===== src/rtl/sphere_scene_scheduler.sv =====
// Scans a small sphere table through one shared ray/sphere intersector,
// one entry per cycle, and returns the nearest hit over a valid/ready port.
module sphere_scene_scheduler #(
  parameter int NUM_SPHERES = 4,
  parameter int IDX_W       = $clog2(NUM_SPHERES)
) (
  input  logic                    clk,
  input  logic                    rst_n,
  input  logic                    cfgWe,
  input  logic [IDX_W-1:0]        cfgIdx,
  input  logic                    cfgEn,
  input  logic signed [11:0]      cfgCx,
  input  logic signed [11:0]      cfgCy,
  input  logic signed [11:0]      cfgCz,
  input  logic signed [11:0]      cfgRadius,
  output logic                    cfgBusy,
  input  logic                    rayValid,
  output logic                    rayReady,
  input  logic signed [11:0]      rayOx,
  input  logic signed [11:0]      rayOy,
  input  logic signed [11:0]      rayOz,
  input  logic signed [11:0]      rayDx,
  input  logic signed [11:0]      rayDy,
  input  logic signed [11:0]      rayDz,
  output logic                    isValid,
  output logic signed [11:0]      isOx,
  output logic signed [11:0]      isOy,
  output logic signed [11:0]      isOz,
  output logic signed [11:0]      isDx,
  output logic signed [11:0]      isDy,
  output logic signed [11:0]      isDz,
  output logic signed [11:0]      isCx,
  output logic signed [11:0]      isCy,
  output logic signed [11:0]      isCz,
  output logic signed [11:0]      isRadius,
  input  logic                    isHit,
  input  logic signed [11:0]      isT,
  output logic                    resValid,
  input  logic                    resReady,
  output logic                    resHit,
  output logic signed [11:0]      resT,
  output logic [IDX_W-1:0]        resIdx
);

  typedef enum logic [1:0] {
    ST_IDLE,
    ST_SCAN,
    ST_DONE
  } state_e;

  state_e                   state_q, state_d;
  logic [IDX_W-1:0]         k_q, k_d;
  logic [NUM_SPHERES-1:0]   en_q, en_d;
  logic signed [11:0]       cx_q [NUM_SPHERES];
  logic signed [11:0]       cx_d [NUM_SPHERES];
  logic signed [11:0]       cy_q [NUM_SPHERES];
  logic signed [11:0]       cy_d [NUM_SPHERES];
  logic signed [11:0]       cz_q [NUM_SPHERES];
  logic signed [11:0]       cz_d [NUM_SPHERES];
  logic signed [11:0]       rad_q [NUM_SPHERES];
  logic signed [11:0]       rad_d [NUM_SPHERES];
  logic signed [11:0]       ray_ox_q, ray_ox_d, ray_oy_q, ray_oy_d, ray_oz_q, ray_oz_d;
  logic signed [11:0]       ray_dx_q, ray_dx_d, ray_dy_q, ray_dy_d, ray_dz_q, ray_dz_d;
  logic                     best_hit_q, best_hit_d;
  logic signed [11:0]       best_t_q, best_t_d;
  logic [IDX_W-1:0]         best_idx_q, best_idx_d;

  always_ff @(posedge clk) begin
    if (!rst_n) begin
      state_q    <= ST_IDLE;
      k_q        <= '0;
      en_q       <= '0;
      cx_q       <= '{default: '0};
      cy_q       <= '{default: '0};
      cz_q       <= '{default: '0};
      rad_q      <= '{default: '0};
      ray_ox_q   <= '0;
      ray_oy_q   <= '0;
      ray_oz_q   <= '0;
      ray_dx_q   <= '0;
      ray_dy_q   <= '0;
      ray_dz_q   <= '0;
      best_hit_q <= 1'b0;
      best_t_q   <= '0;
      best_idx_q <= '0;
    end else begin
      state_q    <= state_d;
      k_q        <= k_d;
      en_q       <= en_d;
      cx_q       <= cx_d;
      cy_q       <= cy_d;
      cz_q       <= cz_d;
      rad_q      <= rad_d;
      ray_ox_q   <= ray_ox_d;
      ray_oy_q   <= ray_oy_d;
      ray_oz_q   <= ray_oz_d;
      ray_dx_q   <= ray_dx_d;
      ray_dy_q   <= ray_dy_d;
      ray_dz_q   <= ray_dz_d;
      best_hit_q <= best_hit_d;
      best_t_q   <= best_t_d;
      best_idx_q <= best_idx_d;
    end
  end

  always_comb begin
    state_d    = state_q;
    k_d        = k_q;
    en_d       = en_q;
    cx_d       = cx_q;
    cy_d       = cy_q;
    cz_d       = cz_q;
    rad_d      = rad_q;
    ray_ox_d   = ray_ox_q;
    ray_oy_d   = ray_oy_q;
    ray_oz_d   = ray_oz_q;
    ray_dx_d   = ray_dx_q;
    ray_dy_d   = ray_dy_q;
    ray_dz_d   = ray_dz_q;
    best_hit_d = best_hit_q;
    best_t_d   = best_t_q;
    best_idx_d = best_idx_q;
    rayReady   = 1'b0;
    resValid   = 1'b0;
    isValid    = 1'b0;
    isCx       = '0;
    isCy       = '0;
    isCz       = '0;
    isRadius   = '0;

    case (state_q)
      ST_IDLE: begin
        rayReady = 1'b1;
        // Table write and ray accept may share an edge; the scan reads the new entry.
        if (cfgWe) begin
          en_d[cfgIdx]  = cfgEn;
          cx_d[cfgIdx]  = cfgCx;
          cy_d[cfgIdx]  = cfgCy;
          cz_d[cfgIdx]  = cfgCz;
          rad_d[cfgIdx] = cfgRadius;
        end
        if (rayValid) begin
          ray_ox_d   = rayOx;
          ray_oy_d   = rayOy;
          ray_oz_d   = rayOz;
          ray_dx_d   = rayDx;
          ray_dy_d   = rayDy;
          ray_dz_d   = rayDz;
          k_d        = '0;
          best_hit_d = 1'b0;
          best_t_d   = '0;
          best_idx_d = '0;
          state_d    = ST_SCAN;
        end
      end
      ST_SCAN: begin
        isValid  = en_q[k_q];
        isCx     = cx_q[k_q];
        isCy     = cy_q[k_q];
        isCz     = cz_q[k_q];
        isRadius = rad_q[k_q];
        // Strict less-than keeps the lower index on equal t.
        if (en_q[k_q] && isHit && (!best_hit_q || (isT < best_t_q))) begin
          best_hit_d = 1'b1;
          best_t_d   = isT;
          best_idx_d = k_q;
        end
        if (k_q == IDX_W'(NUM_SPHERES - 1)) begin
          state_d = ST_DONE;
        end else begin
          k_d = k_q + 1'b1;
        end
      end
      ST_DONE: begin
        resValid = 1'b1;
        if (resReady) begin
          state_d = ST_IDLE;
        end
      end
      default: begin
        state_d = ST_IDLE;
      end
    endcase
  end

  assign cfgBusy = (state_q != ST_IDLE);
  assign isOx    = ray_ox_q;
  assign isOy    = ray_oy_q;
  assign isOz    = ray_oz_q;
  assign isDx    = ray_dx_q;
  assign isDy    = ray_dy_q;
  assign isDz    = ray_dz_q;
  assign resHit  = best_hit_q;
  assign resT    = best_t_q;
  assign resIdx  = best_idx_q;

endmodule


===== config.mk =====
export PLATFORM = sky130hd
export DESIGN_NAME = sphere_scene_scheduler
export DESIGN_NICKNAME = d
export VERILOG_FILES = /design/src/rtl/sphere_scene_scheduler.sv
export SDC_FILE = /design/constraint.sdc
export NUM_CORES = 1
export LEC_CHECK = 0
export BUFFER_PORTS_ARGS = -buffer_cell sky130_fd_sc_hd__buf_2
export CORE_UTILIZATION = 58
export DETAILED_ROUTE_END_ITERATION = 8
export HOLD_SLACK_MARGIN = 0.15
export PLACE_DENSITY = 0.93
export SKIP_LAST_GASP = 1
export SYNTH_ARGS = -nofsm -noshare
export SYNTH_HDL_FRONTEND = slang
export SYNTH_SLANG_ARGS = --single-unit

===== constraint.sdc =====
create_clock -name clk -period 5.7 [get_ports clk]
set_input_delay 1.14 -clock clk [delete_from_list [all_inputs] [get_ports clk]]
set_output_delay 1.14 -clock clk [all_outputs]
set_load 0.1 [all_outputs]

==> flow_summary.json, run 1 <==
{
  "syn_area_um2": 12400,
  "synth_edf_count": 0,
  "start_util": 0.591,
  "period_needed_ns": 4.00,
  "core_area_um2": 21000,
  "drt_pass1_iterations": 5,
  "cts_tree": "yes",
  "pwr_density_cell_nw_per_um2": 325,
  "crit_chain": "buf_4, mux4_2, and2_1, buf_2",
  "period_share": 0.702,
  "internal_power_w": 0.00354,
  "regArea_um2": 5750,
  "slew_headroom": 0.164,
  "grt_max_degree": 108,
  "switching_share": 0.272,
  "synthToLayoutAreaGrowth_pct": 20.6,
  "port_buffers": 279,
  "gp_congestion": 0.904,
  "grt_pass1_wl_um": 53500,
  "clkPwrFrac": 0.430,
  "synth_most_common_cell": "nand2_1",
  "vias_per_cell": 5.71,
  "cts_buffers": 30,
  "setup_viol_count_final": 0,
  "multi_input_area_um2": 6180,
  "ys_async_sr_fraction": 0,
  "ys.flop_type": "dfxtp_1",
  "fillers": 1503,
  "grt_usage": 0.304,
  "clock_sinks": 287,
  "power_w": 0.00486,
  "cp_data_required_time_ns": 4.56,
  "clk-insertion-delay-late_ns": 0.55,
  "critical-path-top-delay-family": "buffers and inverters",
  "design.die.area_um2": 21900,
  "clkTransAtPathRegs_ns": 0.06,
  "clockBufferDepth": 3,
  "wl_um": 34100,
  "seq_area_frac_synth": 0.464,
  "p_comb_frac": 0.132,
  "wire_per_inst_um": 17.6,
  "first_global_vias": 10862,
  "rows": 53,
  "p_leak_nw": 6.05,
  "hp-class": "reg -> reg",
  "post-synth-top-area-cell": "dfxtp_1",
  "cp.arrival_ns": 2.86,
  "critPathKind": "reg -> out",
  "p_sw_w": 0.00132,
  "die_y_um": 148,
  "fin_skew_ns": 0.0195,
  "ir_drop_mv": 0.299,
  "critical_path_buf_inv_count": 2,
  "synth_top_area_frac": 0.464,
  "worst_slew_pin_slew_ns": 1.25,
  "drive_gt1_frac": 0.246,
  "htreeDepth": 1,
  "cap_viol_max_count": 0,
  "cp_slowest_cell": "dfxtp_2",
  "post-cts-setup-buffer-count": 0,
  "cp-end-kind": "output port",
  "startpoint_type": "flip-flop",
  "synth.area.top_cells": "dfxtp_1 (46%), nand2_1 (17%), a21boi_1 (16%), mux4_2 (8.9%), clkbuf_1 (2.8%)",
  "syn_inst": 1417,
  "status": "finished, final reports clean",
  "ios": 280,
  "hold_viol": 0,
  "ys_types": 34,
  "nets": 1784,
  "rsz0062_at_grt": "no",
  "utilization": 0.713,
  "grt-ovfl-total": 0,
  "slew_violations": 0,
  "ys_ff_latch": 287,
  "fin_tns_setup_ns": 0,
  "fmax_mhz": 250,
  "cts_root_buffer": "clkbuf_16",
  "drt-initial-drc-count": 721,
  "synth_common_cells": "nand2_1 (565), dfxtp_1 (287), a21boi_1 (261)",
  "stdcell_count": 1937,
  "synth.net_count": 1570,
  "cts.repair.resized": 0,
  "seqPwrFrac": 0.438,
  "avgSynthCellArea_um2": 8.74,
  "grt_antenna_before_repair": 9,
  "yosys_warnings": 0,
  "crit_fanout": 30,
  "drtAntennaViolNets": 0,
  "die_x_um": 148,
  "route.detailed.drc": 0,
  "critical-path-max-stage-delay_ns": 0.82,
  "worst_slack_ns": 1.70,
  "dp_cells": 1874,
  "vias": 11062,
  "cts_hold_buffers": 0,
  "post-place-ws_ns": 2.24,
  "hpwl_um": 21500
}
[metal layers]
layer / share of wire / vias up / track usage / routed length (um)
met2: 0.49 / 542 / 0.527 / 16900
met4: 0.034 / 2 / 0.129 / 1170
li1: - / 5105 / - / -
met1: 0.38 / 5327 / 0.362 / 12900
met3: 0.092 / 86 / 0.0669 / 3130
met5: 0.00032 / - / 0 / 11
[tightest hold or removal path, cell delays in order (launching register included)]
cell and delay (ns):
dfxtp_1 0.30, nand2_1 0.05, a21boi_1 0.05
[cell usage in the layout, fill, tap and decap left out, drive strengths merged, types with 2 or more instances in the layout]
cell / instances
nor2: 6
nand3: 3
o21ai: 2
or3: 2
ha: 12
a21oi: 4
clkbuf: 44
dfxtp: 287
clkinv: 6
diode: 8
mux4: 49
and2: 52
nor3: 5
nor2b: 6
nand2: 566
a21boi: 268
buf: 291
inv: 17
bufinv: 4
mux2i: 15
a22oi: 2
nand2b: 2
nand4: 3
[power by group through the flow]
stage | clock network (W) | logic, W | registers (W)
6_report | 0.00209 | 0.000643 | 0.00213
5_1_grt | 0.00219 | 0.000676 | 0.00214
4_1_cts | 0.00210 | 0.000639 | 0.00213
3_5_place_dp | 0 | 0.000636 | 0.00217
3_3_place_gp | 0 | 0.000624 | 0.00217
2_1_floorplan | 0 | 0.000282 | 0.00235
[flip-flops by register name, indices dropped and copies added (netlist names)]
signal,count
resT,12
resHit,1
cy_q,48
isOz,12
cz_q,48
isOy,12
k_q,2
isOx,12
resIdx,2
en_q,4
cx_q,48
state_q,2
rad_q,48
isDz,12
isDy,12
isDx,12
[worst paths after layout]
path	startpoint	to	slack, ns	cells after the start
min	cy_q[18]	cy_q[18]	0.45	2
max	k_q[1]	isValid	1.70	4
max reg2reg	k_q[1]	resT[9]	2.55	6
min reg2reg	cy_q[18]	cy_q[18]	0.45	2
[through the flow]
step / area [um^2] / hold WS [ns]
after detailed placement: 13800 / 0.442
after global routing: 14900 / 0.469
after floorplan: 12400 / 0.432
after global placement: 13800 / 0.437
after CTS: 14900 / 0.451
final: 14900 / 0.449
[cell families (layout without fill, tap and decap cells)]
kind of cell | count (synthesis) | after routing | share of synthesized area
and+or+nand+nor | 646 | 646 | 0.211
DFF | 287 | 287 | 0.464
AOI/OAI and AO/OA | 282 | 282 | 0.172
buffers and inverters | 126 | 363 | 0.0402
muxes | 64 | 64 | 0.101
adders and majority gates | 12 | 12 | 0.0121
other | 0 | 8 | 0
[layout make-up]
| cell class | count | area share |
|---|---|---|
| antenna | 8 | 0.00134 |
| clock buffer | 44 | 0.0611 |
| clock inverter | 11 | 0.0116 |
| inverter | 17 | 0.00427 |
| multi-input combinational | 1004 | 0.414 |
| sequential | 287 | 0.385 |
| tap | 275 | 0.0230 |
| timing repair buffer | 291 | 0.0999 |
(Power assumes the default switching activity.)
==> inputs of run 2 (changes only) <==
--- a/config.mk
+++ b/config.mk
@@ -5,11 +5,12 @@
 export SDC_FILE = /design/constraint.sdc
 export NUM_CORES = 1
 export LEC_CHECK = 0
+export ABC_AREA = 1
 export BUFFER_PORTS_ARGS = -buffer_cell sky130_fd_sc_hd__buf_2
-export CORE_UTILIZATION = 58
+export CORE_UTILIZATION = 49
 export DETAILED_ROUTE_END_ITERATION = 8
 export HOLD_SLACK_MARGIN = 0.15
-export PLACE_DENSITY = 0.93
+export PLACE_DENSITY = 0.85
 export SKIP_LAST_GASP = 1
 export SYNTH_ARGS = -nofsm -noshare
 export SYNTH_HDL_FRONTEND = slang
==> constraint.sdc (replaced) <==
create_clock -name clk -period 3.5 [get_ports clk]
set_input_delay 0.7 -clock clk [delete_from_list [all_inputs] [get_ports clk]]
set_output_delay 0.7 -clock clk [all_outputs]
set_load 0.1 [all_outputs]
==> run 2 against run 1 <==
Sequential share of layout area fell by 0.55 points. Total power rose by 79%. Synthesized cell count rose by 14%. Critical path type unchanged. Critical endpoint is now isRadius[2].
==> flow_summary.json, run 2 <==
{
  "ys_types": 29,
  "rows": 56,
  "vias": 11645,
  "core_area_um2": 23700,
  "cp-end-kind": "output port",
  "ios": 280,
  "cts_buffers": 30,
  "ys.flop_type": "dfxtp_1",
  "period_share": 0.890,
  "most-common-layout-cells": "nor2_1 (353), o21ai_0 (317), dfxtp_1 (285), buf_2 (229), a21oi_1 (206)",
  "grt_usage": 0.265,
  "cp_data_required_time_ns": 2.80,
  "design.die.area_um2": 24900,
  "worst_slew_pin_slew_ns": 1.09,
  "cts.repair.resized": 0,
  "cap_viol_max_count": 0,
  "grt_antenna_before_repair": 11,
  "synth.net_count": 1765,
  "clkTransAtPathRegs_ns": 0.06,
  "wl_um": 34100,
  "drtAntennaViolNets": 0,
  "critPathKind": "reg -> out",
  "cp_slowest_cell": "dfxtp_1",
  "post-synth-top-area-cell": "dfxtp_1",
  "first_global_vias": 10317,
  "utilization": 0.640,
  "wire_per_inst_um": 15.8,
  "drt_pass1_iterations": 6,
  "cts_tree": "yes",
  "gp_congestion": 0.856,
  "syn_inst": 1612,
  "synth_top_area_frac": 0.482,
  "clk-insertion-delay-late_ns": 0.55,
  "synth.area.top_cells": "dfxtp_1 (48%), o21ai_0 (13%), nor2_1 (11%), a21oi_1 (8.7%), inv_1 (4.0%)",
  "hp-class": "in -> reg",
  "period_needed_ns": 3.12,
  "pwr_density_cell_nw_per_um2": 575,
  "startpoint_type": "flip-flop",
  "p_leak_nw": 6.21,
  "hpwl_um": 21800,
  "post-cts-setup-buffer-count": 0,
  "slew_violations": 0,
  "synth_most_common_cell": "nor2_1",
  "htreeDepth": 1,
  "start_util": 0.503,
  "setup_viol_count_final": 0,
  "ir_drop_mv": 0.388,
  "fillers": 1973,
  "crit_chain": "inv_1, nor2_1, clkinv_1, buf_4, a21oi_1, buf_12",
  "synthToLayoutAreaGrowth_pct": 27.3,
  "fin_skew_ns": 0.00935,
  "cts_root_buffer": "clkbuf_16",
  "fmax_mhz": 321,
  "crit_fanout": 47,
  "drive_gt1_frac": 0.207,
  "clockBufferDepth": 3,
  "fin_tns_setup_ns": 0,
  "port_buffers": 279,
  "grt_pass1_wl_um": 52600,
  "drt-initial-drc-count": 987,
  "vias_per_cell": 5.38,
  "nets": 1963,
  "avgSynthCellArea_um2": 7.39,
  "synth_common_cells": "nor2_1 (353), o21ai_0 (317), dfxtp_1 (287)",
  "cts_hold_buffers": 0,
  "synth_edf_count": 0,
  "yosys_warnings": 0,
  "dp_cells": 2097,
  "ys_ff_latch": 287,
  "die_x_um": 158,
  "status": "finished, final reports clean",
  "rsz0062_at_grt": "no",
  "route.detailed.drc": 0,
  "syn_area_um2": 11900,
  "stdcell_count": 2164,
  "critical-path-max-stage-delay_ns": 0.37,
  "placed_area_um2": 14100,
  "final_cell_area_um2": 15200,
  "slew_headroom": 0.275,
  "seq_area_frac_synth": 0.482,
  "clock_sinks": 287,
  "grt-ovfl-total": 0,
  "layout_commonest_cell": "nor2_1",
  "ys_async_sr_fraction": 0,
  "grt_max_degree": 258,
  "die_y_um": 158,
  "hold_viol": 0,
  "cp.arrival_ns": 2.42
}
run 2: cells by family after synthesis:
| logic type | Yosys count | share of synthesized area |
|---|---|---|
| AOI/OAI and AO/OA | 586 | 0.260 |
| adders and majority gates | 12 | 0.0126 |
| buffers and inverters | 262 | 0.0877 |
| DFF | 287 | 0.482 |
| and+or+nand+nor | 465 | 0.157 |
run 2: power breakdown:
group	internal (W)	total [W]	switching [W]
registers	0.00346	0.00356	0.000103
clock network	0.00187	0.00316	0.00129
logic	0.000495	0.00199	0.00149
total	0.00582	0.00871	0.00289
run 2: through the flow:
stage	power (W)	hold WS, ns	worst slack (ns)
3_5_place_dp	0.00561	0.438	0.966
4_1_cts	0.00876	0.391	0.366
6_report	0.00871	0.409	0.384
3_3_place_gp	0.00558	0.436	1.05
5_1_grt	0.00906	0.404	0.250
2_1_floorplan	0.00507	0.424	0.140
run 2: worst max-delay path, delay by kind of cell (launching register included):
| family | cells | cell delay, ns |
|---|---|---|
| buffers and inverters | 4 | 0.87 |
| AOI/OAI and AO/OA | 1 | 0.33 |
| DFF | 1 | 0.37 |
| and+or+nand+nor | 1 | 0.27 |
run 2: path summary, 6_finish.rpt:
| check | startpoint | endpoint | slack (ns) | cells past startpoint |
|---|---|---|---|---|
| hold / removal | rayDy[8] | isDy[8] | 0.41 | 3 |
| hold reg to reg | en_q[3] | en_q[3] | 0.45 | 2 |
| setup / recovery | state_q[0] | isRadius[2] | 0.38 | 6 |
| setup reg to reg | k_q[0] | resT[11] | 1.10 | 9 |
run 2: metal layers:
metal | vias to the layer above | GRT usage | part of all wire
li1 | 5725 | - | -
met1 | 5352 | 0.317 | 0.40
met2 | 476 | 0.443 | 0.48
met3 | 92 | 0.0561 | 0.081
met4 | 0 | 0.147 | 0.046
met5 | - | 0 | 0
run 2: final cells by class:
class,count,area (um^2),area share
diodes,11,27.5,0.00182
clock inverters,10,88.8,0.00586
flip-flops and latches,287,5750,0.379
inverters,133,499,0.0329
multi-input cells,1063,5150,0.340
repair buffers,295,2330,0.154
well taps,319,399,0.0263
clock buffers,46,912,0.0602
==> inputs of run 3 (changes only) <==
--- a/config.mk
+++ b/config.mk
@@ -8,8 +8,10 @@
 export ABC_AREA = 1
 export BUFFER_PORTS_ARGS = -buffer_cell sky130_fd_sc_hd__buf_2
 export CORE_UTILIZATION = 49
+export CTS_CLUSTER_SIZE = 30
 export DETAILED_ROUTE_END_ITERATION = 8
 export HOLD_SLACK_MARGIN = 0.15
+export MAX_ROUTING_LAYER = met4
 export PLACE_DENSITY = 0.85
 export SKIP_LAST_GASP = 1
 export SYNTH_ARGS = -nofsm -noshare
==> run 3 against run 2 <==
Final area down 0.61%. Largest cell class unchanged. Critical path type unchanged. Hold slack better by 0.010 ns. Sequential power about the same. Utilization down 0.39 points. Sequential cell count unchanged. Total power down 2.1%.
==> flow_summary.json, run 3 (synthesis results as in run 2) <==
{
  "cap_viol_max_count": 0,
  "utilization": 0.636,
  "cts_hold_buffers": 0,
  "grt_usage": 0.274,
  "worst_slew_pin_slew_ns": 1.05,
  "clkTransAtPathRegs_ns": 0.06,
  "critPathKind": "reg -> out",
  "clk-insertion-delay-late_ns": 0.54,
  "p_sw_w": 0.00285,
  "fin_skew_ns": 0.0150,
  "grt_max_degree": 176,
  "slew_violations": 0,
  "fmax_mhz": 320,
  "vias": 11622,
  "port_buffers": 279,
  "core_area_um2": 23700,
  "period_needed_ns": 3.12,
  "start_util": 0.503,
  "switching_share": 0.334,
  "crit_start": "k_q[0]",
  "seqPwrFrac": 0.418,
  "cts_buffers": 29,
  "gp_congestion": 0.873,
  "rsz0062_at_grt": "no",
  "cp.arrival_ns": 2.42,
  "clock_sinks": 287,
  "ios": 280,
  "drtAntennaViolNets": 0,
  "slew_headroom": 0.298,
  "holdCritStartpoint": "rayDz[10]",
  "cp_data_required_time_ns": 2.80,
  "drt-initial-drc-count": 1039,
  "most-common-layout-cells": "nor2_1 (353), o21ai_0 (317), dfxtp_1 (285), buf_2 (229), a21oi_1 (206)",
  "startpoint_type": "flip-flop",
  "hp-class": "in -> reg",
  "post-cts-setup-buffer-count": 0,
  "grt_pass1_wl_um": 53100,
  "rows": 56,
  "cp-end-kind": "output port",
  "fin_tns_setup_ns": 0,
  "setup_viol_count_final": 0,
  "internal_power_w": 0.00568,
  "die_x_um": 158,
  "wl_um": 34300,
  "vias_per_cell": 5.38,
  "power_w": 0.00853,
  "pwr_density_cell_nw_per_um2": 566,
  "cts_tree": "yes",
  "layout_commonest_cell": "nor2_1",
  "nets": 1961,
  "period_share": 0.892,
  "rrSetupSlack_ns": 0.99,
  "clockBufferDepth": 3,
  "cts.repair.resized": 0,
  "hold_viol": 0,
  "htreeDepth": 1,
  "status": "finished, final reports clean",
  "r2r-start": "k_q[0]",
  "crit_fanout": 71,
  "grt-ovfl-total": 0,
  "design.die.area_um2": 24900,
  "drt_pass1_iterations": 5,
  "first_global_vias": 10551,
  "route.detailed.drc": 0,
  "grt_antenna_before_repair": 13,
  "drive_gt1_frac": 0.203,
  "p_leak_nw": 6.17,
  "clkPwrFrac": 0.349,
  "hpwl_um": 22400,
  "synthToLayoutAreaGrowth_pct": 26.5,
  "cts_root_buffer": "clkbuf_16",
  "p_comb_frac": 0.233,
  "wire_per_inst_um": 15.9,
  "ir_drop_mv": 0.340,
  "die_y_um": 158
}
==> run 3: layout make-up <==
cell class | instances | area [um^2]
tap | 319 | 399
multi-input combinational | 1063 | 5150
timing repair buffer | 294 | 2330
antenna | 13 | 32.5
inverter | 133 | 499
sequential | 287 | 5750
clock inverter | 7 | 68.8
fill | 2001 | 8610
clock buffer | 44 | 842
==> run 3: path summary, 6_finish.rpt <==
path,to,depth (start not counted)
max reg2reg,resT[11],8
min reg2reg,rad_q[8],2
min,isDz[10],3
max,isValid,7
==> run 3: worst max-delay path, cell delays in order (launching register included) <==
cell     delay (ns)
dfxtp_4        0.35
inv_2          0.38
buf_12         0.35
nor2_1         0.09
o21ai_2        0.18
inv_1          0.05
nor2_1         0.25
buf_12         0.22
==> run 3: per-layer routing <==
layer,vias up,share of wire,track usage
met1,5360,0.40,0.308
met5,-,0,-
met2,452,0.48,0.466
met3,92,0.075,0.0512
met4,0,0.042,0.139
li1,5718,-,-
==> run 3: power groups by stage <==
stage               clock network, W  registers (W)  logic (W)
finish                       0.00298        0.00356    0.00199
global route                 0.00316        0.00358    0.00213
CTS                          0.00301        0.00356    0.00199
detailed placement                 0        0.00363    0.00198
global placement                   0        0.00362    0.00196
floorplan                          0        0.00414   0.000930
==> run 3: per-stage QoR <==
stage          instance area (um^2)  instances  hold WS (ns)  setup WS (ns)
2_1_floorplan                 11900       1612         0.424          0.140
3_3_place_gp                  14100       2096         0.436          0.931
3_5_place_dp                  14100       2096         0.444          0.925
4_1_cts                       15000       2147         0.398          0.345
5_1_grt                       15100       2160         0.412          0.227
6_report                      15100       2160         0.419          0.378
